==> src/rtl/sync_event_counter.sv <==
// Synchronized, glitch-filtered event counter with saturating count and a
// snapshot register handed off to a consumer through a valid/ready pair.
//
// Filter states:
//   state  | meaning
//   LO     | filtered level low, waiting for S=1
//   CHK_HI | S has been high for 'run' consecutive samples, not yet accepted
//   HI     | filtered level high, waiting for S=0
//   CHK_LO | S has been low for 'run' consecutive samples, not yet accepted
module sync_event_counter #(
    parameter int SYNC_STAGES = 2,
    parameter int FILT_LEN    = 3,
    parameter int CNT_W       = 8
) (
    input  logic             CLK,
    input  logic             R,
    input  logic             ASYNC_IN,
    input  logic             CLR,
    output logic             EVT,
    output logic             LVL,
    output logic [CNT_W-1:0] CNT_Q,
    output logic             OVF,
    input  logic             SNAP_REQ,
    output logic [CNT_W-1:0] SNAP_Q,
    output logic             SNAP_VALID,
    input  logic             SNAP_READY
);

    localparam int RUN_W = $clog2(FILT_LEN + 1);
    localparam logic [RUN_W-1:0] RUN_ONE  = RUN_W'(1);
    localparam logic [RUN_W-1:0] RUN_FULL = RUN_W'(FILT_LEN);
    localparam logic [CNT_W-1:0] CNT_MAX  = {CNT_W{1'b1}};

    typedef enum logic [1:0] {
        LO     = 2'd0,
        CHK_HI = 2'd1,
        HI     = 2'd2,
        CHK_LO = 2'd3
    } filt_state_t;

    logic [SYNC_STAGES-1:0] sync_q;
    logic                   s;

    filt_state_t      state_q, state_d;
    logic [RUN_W-1:0] run_q, run_d;
    logic [RUN_W-1:0] run_inc;

    logic             evt_q;
    logic             lvl_q;
    logic [CNT_W-1:0] cnt_q;
    logic             ovf_q;
    logic [CNT_W-1:0] snap_q;
    logic             snap_valid_q;

    // Plain flop chain; nothing may sit between stages.
    always_ff @(posedge CLK or negedge R) begin
        if (!R) begin
            sync_q <= '0;
        end else begin
            sync_q <= {sync_q[SYNC_STAGES-2:0], ASYNC_IN};
        end
    end

    assign s = sync_q[SYNC_STAGES-1];

    always_ff @(posedge CLK or negedge R) begin
        if (!R) begin
            state_q <= LO;
            run_q   <= '0;
        end else begin
            state_q <= state_d;
            run_q   <= run_d;
        end
    end

    assign run_inc = run_q + RUN_ONE;

    always_comb begin
        state_d = state_q;
        run_d   = run_q;
        case (state_q)
            LO: begin
                if (s) begin
                    if (FILT_LEN == 1) begin
                        state_d = HI;
                        run_d   = '0;
                    end else begin
                        state_d = CHK_HI;
                        run_d   = RUN_ONE;
                    end
                end
            end
            CHK_HI: begin
                if (s) begin
                    if (run_inc == RUN_FULL) begin
                        state_d = HI;
                        run_d   = '0;
                    end else begin
                        run_d   = run_inc;
                    end
                end else begin
                    state_d = LO;
                    run_d   = '0;
                end
            end
            HI: begin
                if (!s) begin
                    if (FILT_LEN == 1) begin
                        state_d = LO;
                        run_d   = '0;
                    end else begin
                        state_d = CHK_LO;
                        run_d   = RUN_ONE;
                    end
                end
            end
            CHK_LO: begin
                if (!s) begin
                    if (run_inc == RUN_FULL) begin
                        state_d = LO;
                        run_d   = '0;
                    end else begin
                        run_d   = run_inc;
                    end
                end else begin
                    state_d = HI;
                    run_d   = '0;
                end
            end
            default: begin
                state_d = LO;
                run_d   = '0;
            end
        endcase
    end

    // Outputs lag the state by one edge; a HI state seen while the
    // registered level is still low marks the first cycle of a new entry.
    always_ff @(posedge CLK or negedge R) begin
        if (!R) begin
            lvl_q <= 1'b0;
            evt_q <= 1'b0;
        end else begin
            lvl_q <= (state_q == HI) || (state_q == CHK_LO);
            evt_q <= (state_q == HI) && !lvl_q;
        end
    end

    // Saturating counter; CLR wins over a coincident event.
    always_ff @(posedge CLK or negedge R) begin
        if (!R) begin
            cnt_q <= '0;
            ovf_q <= 1'b0;
        end else if (CLR) begin
            cnt_q <= '0;
            ovf_q <= 1'b0;
        end else if (evt_q) begin
            if (cnt_q == CNT_MAX) begin
                ovf_q <= 1'b1;
            end else begin
                cnt_q <= cnt_q + 1'b1;
            end
        end
    end

    // A held snapshot blocks new requests, even on the edge it is consumed.
    always_ff @(posedge CLK or negedge R) begin
        if (!R) begin
            snap_q       <= '0;
            snap_valid_q <= 1'b0;
        end else if (snap_valid_q) begin
            if (SNAP_READY) begin
                snap_valid_q <= 1'b0;
            end
        end else if (SNAP_REQ) begin
            snap_q       <= cnt_q;
            snap_valid_q <= 1'b1;
        end
    end

    assign EVT        = evt_q;
    assign LVL        = lvl_q;
    assign CNT_Q      = cnt_q;
    assign OVF        = ovf_q;
    assign SNAP_Q     = snap_q;
    assign SNAP_VALID = snap_valid_q;

endmodule

==> config.mk <==
export PLATFORM = sky130hd
export DESIGN_NAME = sync_event_counter
export DESIGN_NICKNAME = d
export VERILOG_FILES = /design/src/rtl/sync_event_counter.sv
export SDC_FILE = /design/constraint.sdc
export NUM_CORES = 1
export LEC_CHECK = 0
export ABC_AREA = 1
export ABC_CLOCK_PERIOD_IN_PS = 3600
export BUFFER_PORTS_ARGS = -buffer_cell sky130_fd_sc_hd__buf_4
export CAP_MARGIN = 10
export CELL_PAD_IN_SITES_DETAIL_PLACEMENT = 2
export CELL_PAD_IN_SITES_GLOBAL_PLACEMENT = 2
export CORE_UTILIZATION = 33
export DETAILED_ROUTE_END_ITERATION = 12
export HOLD_SLACK_MARGIN = 0.15
export PLACE_DENSITY_LB_ADDON = 0.1
export SLEW_MARGIN = 20
export SYNTH_ARGS = -nofsm -noshare
export SYNTH_HDL_FRONTEND = slang
export SYNTH_SLANG_ARGS = --single-unit
==> constraint.sdc <==
create_clock -name CLK -period 3.6 [get_ports CLK]
set_input_delay 0.18 -clock CLK [delete_from_list [all_inputs] [get_ports CLK]]
set_output_delay 0.18 -clock CLK [all_outputs]
set_load 0.005 [all_outputs]
# --- Word level (Yosys, flattened, before mapping) ---
# Index checks and enable logic that the tools add are counted.
# Widths: inputs -> output; s select.
word_totals:
  latchBits: 0
  wordCells: 54
  register_bits: 26
  romBits: 0
  mem_bits_rw: 0
  mem_count: 0
classes:
  div: 0
  shift: 0
  bitwise: 1
  n_mux: 21
  n_eq_ne: 10
  mul: 0
  n_reduce_logical: 11
  addsub: 2
  n_lt_le_gt_ge: 0
op_table:
  columns: ["cell", "n"]
  rows:
  - ["$mux 8", 3]
  - ["$mux 2", 10]
  - ["$pmux 2 s4", 2]
  - ["$add 8x1->8 const B", 1]
  - ["$eq 8x8->1 const B", 1]
  - ["$reduce_and 2->1", 4]
  - ["$eq 2x2->1 const B", 3]
  - ["$mux 1", 6]
  - ["$ne 2x2->1 const B", 3]
  - ["$ne 3x3->1 const B", 2]
  - ["$reduce_and 4->1", 1]
  - ["$reduce_bool 2->1", 2]
  - ["$add 2x1->2 const B", 1]
  - ["$eq 2x1->1 const B", 1]
  - ["$logic_not 2->1", 1]
  - ["$logic_and 1x1->1", 1]
  - ["$logic_not 1->1", 1]
  - ["$logic_or 1x1->1", 1]
  - ["$not 1->1", 1]

# --- Depth between registers and ports, before layout ---
# Gate-level depths: netlist of the first run.
logic_depth:
  word_depth: 5
  ltp_mapped: 7

# --- Least setup slack after synthesis of the first run ---
# Ideal clock, no wire load.
synth_timing:
  path_type: "reg-to-reg"
  startpoint: "reg cnt_q[0] (netlist: CNT_Q[0])"
  endpoint: "reg cnt_q[4] (netlist: CNT_Q[4])"
  n_path_buf: 0
  required_ns: 3.483
  path_slack_ns: 2.295
  arrival_ns: 1.187
  path_stages_with_launch: 8
  synth_period_minus_slack_ns: 1.305
  cell_sequence: "dfrtp_1 > ha_1 > nand2_2 > nor2_4 > a21oi_4 > nor2_4 > nand2_1 > nand2_1"
synth_between:
  elab_chain_cells: 4
  elab_cells_between_ends: 7
synth_lines:
  columns: ["element", "line_no", "rtl"]
  rows:
  - ["start, declared", "50", "logic [CNT_W-1:0] cnt_q;"]
  - ["start signal, assigned", "161", "cnt_q <= cnt_q + 1'b1;"]
  - ["$add 8x1->8", "161", null]
  - ["$mux 8", "158", "if (cnt_q == CNT_MAX) begin"]
  - ["$mux 8", "157", "end else if (evt_q) begin"]
  - ["$mux 8", "154", "end else if (CLR) begin"]
# Several ways; a longest one is shown, not always the timed one. The select of a mux whose other input is x is not followed.
# A chain may end at the register's enable or synchronous reset.

# --- Worst setup path after layout of the first run ---
layout_timing:
  startpoint: "reg cnt_q[0] (netlist: CNT_Q[0])"
  endpoint: "reg cnt_q[2] (netlist: CNT_Q[2])"
# The elaborated chain is that of the path after synthesis.

==> flow_summary.toml, run 1 <==
[outcome]
run_status = "complete, no violations"

[detailed_routing]
vias = 971
drt_iter0_markers = 27
wl_per_cell_um = 14.2
ant_nets = 0
drc = 0
first_pass_iters = 4
via_per_inst = 4.81
drt-total-wl_um = 2870

[logic_synthesis]
synth_compound_gate_area_share_pct = 9.52
netlist_area_um2 = 1140
avgSynthCellArea_um2 = 9.15
synth_nets = 132
ys_seq_area_share_pct = 56.9
ys_warn_count = 0
synth_fa_ha_area_share_pct = 1.09
synth_top_family_by_area = "simple AND/OR/NAND/NOR gates"
yosysUniqueCellTypes = 20
ys_ff_latch = 26
synth_mux_area_share_pct = 1.97
synthCells = 125
synthSimpleGateAreaFrac_pct = 22.3
synth-xor-area-share_pct = 2.30

[setup_path]
crit_fanout = 9
crit_required_ps = 3830
rr_worst_depth = 7
slowest_delay_ps = 460
cp-start-kind = "register"
critPathArrivalTime_ps = 1770
worstPathCellList = "ha_1 > nand2_2 > nor2_4 > a21oi_4 > nor2_4 > nand2_1 > nand2_1"
r2r-start = "CNT_Q[0]$_DFFE_PN0P_"
reg2reg_setup_slack_ps = 2060
critical_path.slowest_cell = "dfrtp_1"
r2r_end = "CNT_Q[2]$_DFFE_PN0P_"
end_kind = "register"
critical_path_class = "reg -> reg"

[layout]
diodes = 0
seqCellArea_um2 = 651
num-nets-final = 164
drive_above_1_share_pct = 23.7
fill_cells = 388
area_growth_pct = 27.5
final_area_um2 = 1460
multi_input_area_um2 = 425

[clocking]
cts_buffer_depth = 2
post_cts_buffers = 0
cts_max_level = 1
insertion_delay_ps = 320
cts.sink_count = 26
cts-buffers-inserted = 3
cts_tree = "done"
clock-root-buffer = "clkbuf_4"
clk_pin_slew_ps = 140

[sta]
setup_viol = 0
fin_crit_ps = 1540
slew_violations = 0
maxSlewHeadroom_pct = 70.5
finalCritPeriodShare_pct = 42.8
rsz0062_at_grt = "no"
fin_worst_skew_ps = 0.982
max_freq_mhz = 649
hold_viol_final = 0
fin_ws_ps = 2060
finalSetupTns_ps = 0
worst_slew_pin_slew_ps = 442

[power]
comb_power_share_pct = 23.2
p_clk_share_pct = 21.6
ir_drop_mv = 0.242
leakagePower_nw = 0.747
powerDensity_nw_per_um2 = 472
power_frac_seq_pct = 55.2
p_sw_w = 0.000219
intPower_w = 0.000469
swShare_pct = 31.8

[floorplan]
die_h_um = 60.9
rows = 21
initial_core_util_pct = 34.3
io_pins = 26
die_area_um2 = 3710
core_um2 = 3340
die_w_um = 60.9

[global_route]
antenna_found_initial = 0
grt_pass1_vias = 987
grt_pass1_wl_um = 4740
track_usage_pct = 17.7
grt_max_degree = 27
gr-total-overflow = 0

[flow_run]
maxCapViolCount = 0

[hold_path]
hold_class = "in -> async"

[placed_design]
io_buffers = 25
place_congestion = 0.820
dpl_worst_slack_ps = 2080
dpl.hpwl_um = 2160
post_dp_cell_area_um2 = 1380
==> synth_stat cells <==
cell      number  area share, %
a21oi_1        4            1.8
a21oi_4        1            1.4
clkbuf_1       2           0.66
dfrtp_1       26             57
ha_1           1            1.1
inv_1         16            5.3
mux2_2         2            2.0
nand2_1       31             10
nand2_2        2            1.1
nand3_1       11            4.8
nand4_1        2            1.1
nor2_1         6            2.0
nor2_2         1           0.55
nor2_4         2            2.0
nor3b_1        1           0.66
o21ai_0       11            4.8
o21ai_1        2           0.88
o31ai_1        1           0.66
xnor2_1        1           0.77
xor2_1         2            1.5
==> worst max path at each step <==
stage | startpoint | end | slack, ps | depth (start not counted)
3_3_place_gp | CNT_Q[0]$_DFFE_PN0P_ | CNT_Q[2]$_DFFE_PN0P_ | 2150 | 7
2_1_floorplan | CNT_Q[0]$_DFFE_PN0P_ | CNT_Q[4]$_DFFE_PN0P_ | 2300 | 7
4_1_cts | CNT_Q[0]$_DFFE_PN0P_ | CNT_Q[2]$_DFFE_PN0P_ | 2060 | 7
6_report | CNT_Q[0]$_DFFE_PN0P_ | CNT_Q[2]$_DFFE_PN0P_ | 2060 | 7
3_5_place_dp | CNT_Q[1]$_DFFE_PN0P_ | CNT_Q[2]$_DFFE_PN0P_ | 2080 | 7
5_1_grt | CNT_Q[1]$_DFFE_PN0P_ | CNT_Q[2]$_DFFE_PN0P_ | 1950 | 7
==> routing by layer <==
layer	global-route usage, %	routed length, um
met3	2.35	123
met5	0	0
met1	21.8	1250
met4	6.82	19
met2	31.4	1480
==> what timing repair did <==
item,in CTS,in global routing
hold buffers,4,0
hold endpoints to repair,29,0
resized for setup,0,0
==> worst max-delay path, delay by kind of cell, from the launching register on <==
kind | cells | cell delay (ps)
compound gates | 1 | 280
fa+ha+maj | 1 | 260
flops | 1 | 460
simple gates | 5 | 440
==> power by group through the flow <==
stage	sequential, W	combinational, W	clock [W]
after floorplan	0.000378	0.0000923	0
after global placement	0.000384	0.000151	0
after detailed placement	0.000387	0.000158	0
after CTS	0.000382	0.000163	0.000157
after global routing	0.000387	0.000181	0.000169
final	0.000380	0.000160	0.000149
==> placed cells by master (no fill, tap or decap) <==
cell           count
nor3b_1            1
o31ai_1            1
a21oi_4            1
nor2_4             2
dfrtp_1           26
xnor2_1            1
ha_1               1
nand4_1            2
nand2_1           31
o21ai_1            2
a21oi_1            4
o21ai_0           11
clkbuf_4           3
dlygate4sd3_1      4
nor2_1             6
clkbuf_8           1
inv_1             16
xor2_1             2
nand3_1           11
nand2_2            2
nor2_2             1
buf_4             25
mux2_2             2
==> cell type report <==
type                       instances  area share (%)
clock buffer                       4            2.49
inverter                          16            4.12
multi-input combinational         81            29.2
sequential                        26            44.6
tap                               46            3.95
timing repair buffer              29            15.6
==> state kept, by name (all words and copies together), names as in the netlist, named ones only <==
| register | flops |
|---|---|
| SNAP_Q | 8 |
| LVL | 1 |
| CNT_Q | 8 |
| state_q | 1 |
| EVT | 1 |
| sync_q | 2 |
| SNAP_VALID | 1 |
| OVF | 1 |
| run_q | 2 |
==> per-stage QoR <==
step	power (W)	hold slack, ps	instances	util, %
after floorplan	0.000470	-116	125	-
after global placement	0.000535	111	194	41.4
after detailed placement	0.000545	110	194	41.4
after CTS	0.000702	281	202	43.7
after global routing	0.000738	301	202	43.7
final	0.000689	289	202	43.7
==> cells by family after synthesis <==
| kind of cell | after synthesis |
|---|---|
| compound gates | 19 |
| xor+xnor | 3 |
| fa+ha+maj | 1 |
| buf+inv | 18 |
| flops | 26 |
| mux | 2 |
| simple gates | 56 |
Power figures use the tool's default switching activity.
==> run 2, diff against run 1 <==
- ABC_CLOCK_PERIOD_IN_PS: 3600 -> 1440
- CORE_UTILIZATION: 33 -> 31
- clock period: 3.6 -> 1.44 ns (I/O delays scaled with it)
==> flow_summary.toml, run 2 (same netlist as run 1, synthesis figures left out) <==
[floorplan]
io_pins = 26
core_um2 = 3440
initial_core_util_pct = 33.2
rows = 21
die_w_um = 62.7
die_area_um2 = 3940
die_h_um = 62.7

[sta]
fin_worst_skew_ps = 3.18
fin_ws_ps = 29.1
finalSetupTns_ps = 0
finalCritPeriodShare_pct = 98.0
hold_ws_ps = 211
slew_violations = 0
worst_slew_pin_slew_ps = 331
setup_viol = 0
max_freq_mhz = 709
fin_crit_ps = 1410
maxSlewHeadroom_pct = 77.9
hold_viol_final = 0

[layout]
seqCellArea_um2 = 651
num-nets-final = 174
multi_input_area_um2 = 435
final_common_cell = "buf_4"
fill_cells = 388
drive_above_1_share_pct = 29.5
fin_util_pct = 46.1
area_growth_pct = 38.6
diodes = 0
mostFrequentLayoutCells = "buf_4, nand2_1, dfrtp_1, inv_1"

[clocking]
clk_pin_slew_ps = 90
insertion_delay_ps = 270
cts-buffers-inserted = 3
clock-root-buffer = "clkbuf_8"
cts_tree = "done"
cts_buffer_depth = 2
cts.sink_count = 26
cts_max_level = 1

[setup_path]
critical_path.slowest_cell = "dfrtp_1"
critPathArrivalTime_ps = 1620
worstPathCellList = "ha_2 > nand2_4 > nor2_4 > a21oi_4 > nor2_4 > nand2_1 > nand2_1"
end_kind = "register"
slowest_delay_ps = 380
cp-start-kind = "register"
crit_fanout = 8
critical_path_class = "reg -> reg"
crit_required_ps = 1650

[detailed_routing]
drt_iter0_markers = 18
wl_per_cell_um = 14.9
vias = 992
via_per_inst = 4.68
drt-total-wl_um = 3150
drc = 0
ant_nets = 0
first_pass_iters = 4

[global_route]
grt_pass1_wl_um = 5290
track_usage_pct = 17.3
gr-total-overflow = 0
antenna_found_initial = 0
grt_pass1_vias = 1099
grt_max_degree = 27

[placed_design]
io_buffers = 25
dpl_worst_slack_ps = -3.57
place_congestion = 0.797
dpl.hpwl_um = 2170

[power]
leakagePower_nw = 0.830
powerDensity_nw_per_um2 = 1300
total_power_w = 0.00207
ir_drop_mv = 0.643

[outcome]
run_status = "complete, no violations"

[hold_path]
hold_class = "in -> reg"

[flow_run]
maxCapViolCount = 0
[run 2: per-stage QoR]
stage / instance area (um2) / cells
after floorplan: 1140 / 125
after global placement: 1410 / 198
after detailed placement: 1410 / 198
after CTS: 1550 / 209
after global routing: 1590 / 212
final: 1590 / 212
[run 2: report_power, final]
part	internal (W)	leakage, nW	switching [W]	total, W
Clock	0.000372	0.0357	0.000233	0.000605
Sequential	0.000841	0.347	0.000100	0.000942
Combinational	0.000256	0.447	0.000265	0.000521
Total	0.00147	0.830	0.000598	0.00207
[run 2: worst paths after layout]
path / endpoint / slack (ps) / from / cells past startpoint
min in group asynchronous: SNAP_Q[0]$_DFFE_PN0P_ / 250 / R / 2
max in group asynchronous: CNT_Q[7]$_DFFE_PN0P_ / 940 / R / 2
max reg2reg: CNT_Q[0]$_DFFE_PN0P_ / 30 / CNT_Q[1]$_DFFE_PN0P_ / 7
max: CNT_Q[0]$_DFFE_PN0P_ / 30 / CNT_Q[1]$_DFFE_PN0P_ / 7
min reg2reg: sync_q[1]$_DFF_PN0_ / 360 / sync_q[0]$_DFF_PN0_ / 0
min: SNAP_Q[2]$_DFFE_PN0P_ / 210 / SNAP_REQ / 3
[run 2: critical path, delay by kind of cell (launching register included)]
family | cells | cell delay [ps]
adders and majority gates | 1 | 220
and+or+nand+nor | 5 | 640
AOI/OAI and AO/OA | 1 | 100
DFF | 1 | 380
[run 2: final cells by class]
type | count | area share, %
tap | 46 | 3.63
inverter | 16 | 3.79
sequential | 26 | 41.0
clock inverter | 1 | 1.89
timing repair buffer | 39 | 19.6
multi-input combinational | 81 | 27.5
clock buffer | 3 | 2.60
[run 2: layer usage]
metal / GRT usage, % / vias up / part of all wire (%)
met2: 30.7 / 21 / 52
met5: 0 / - / 0
met1: 21.2 / 486 / 44
met3: 2.37 / 4 / 2.4
li1: - / 481 / -
met4: 6.10 / 0 / 1.5
[run 2: timing repair]
item	CTS	global route
hold endpoints to repair	37	0
setup endpoints to repair	8	8
buffers inserted	3	3
pin swaps	1	4
resized for setup	0	5
hold buffers	4	0
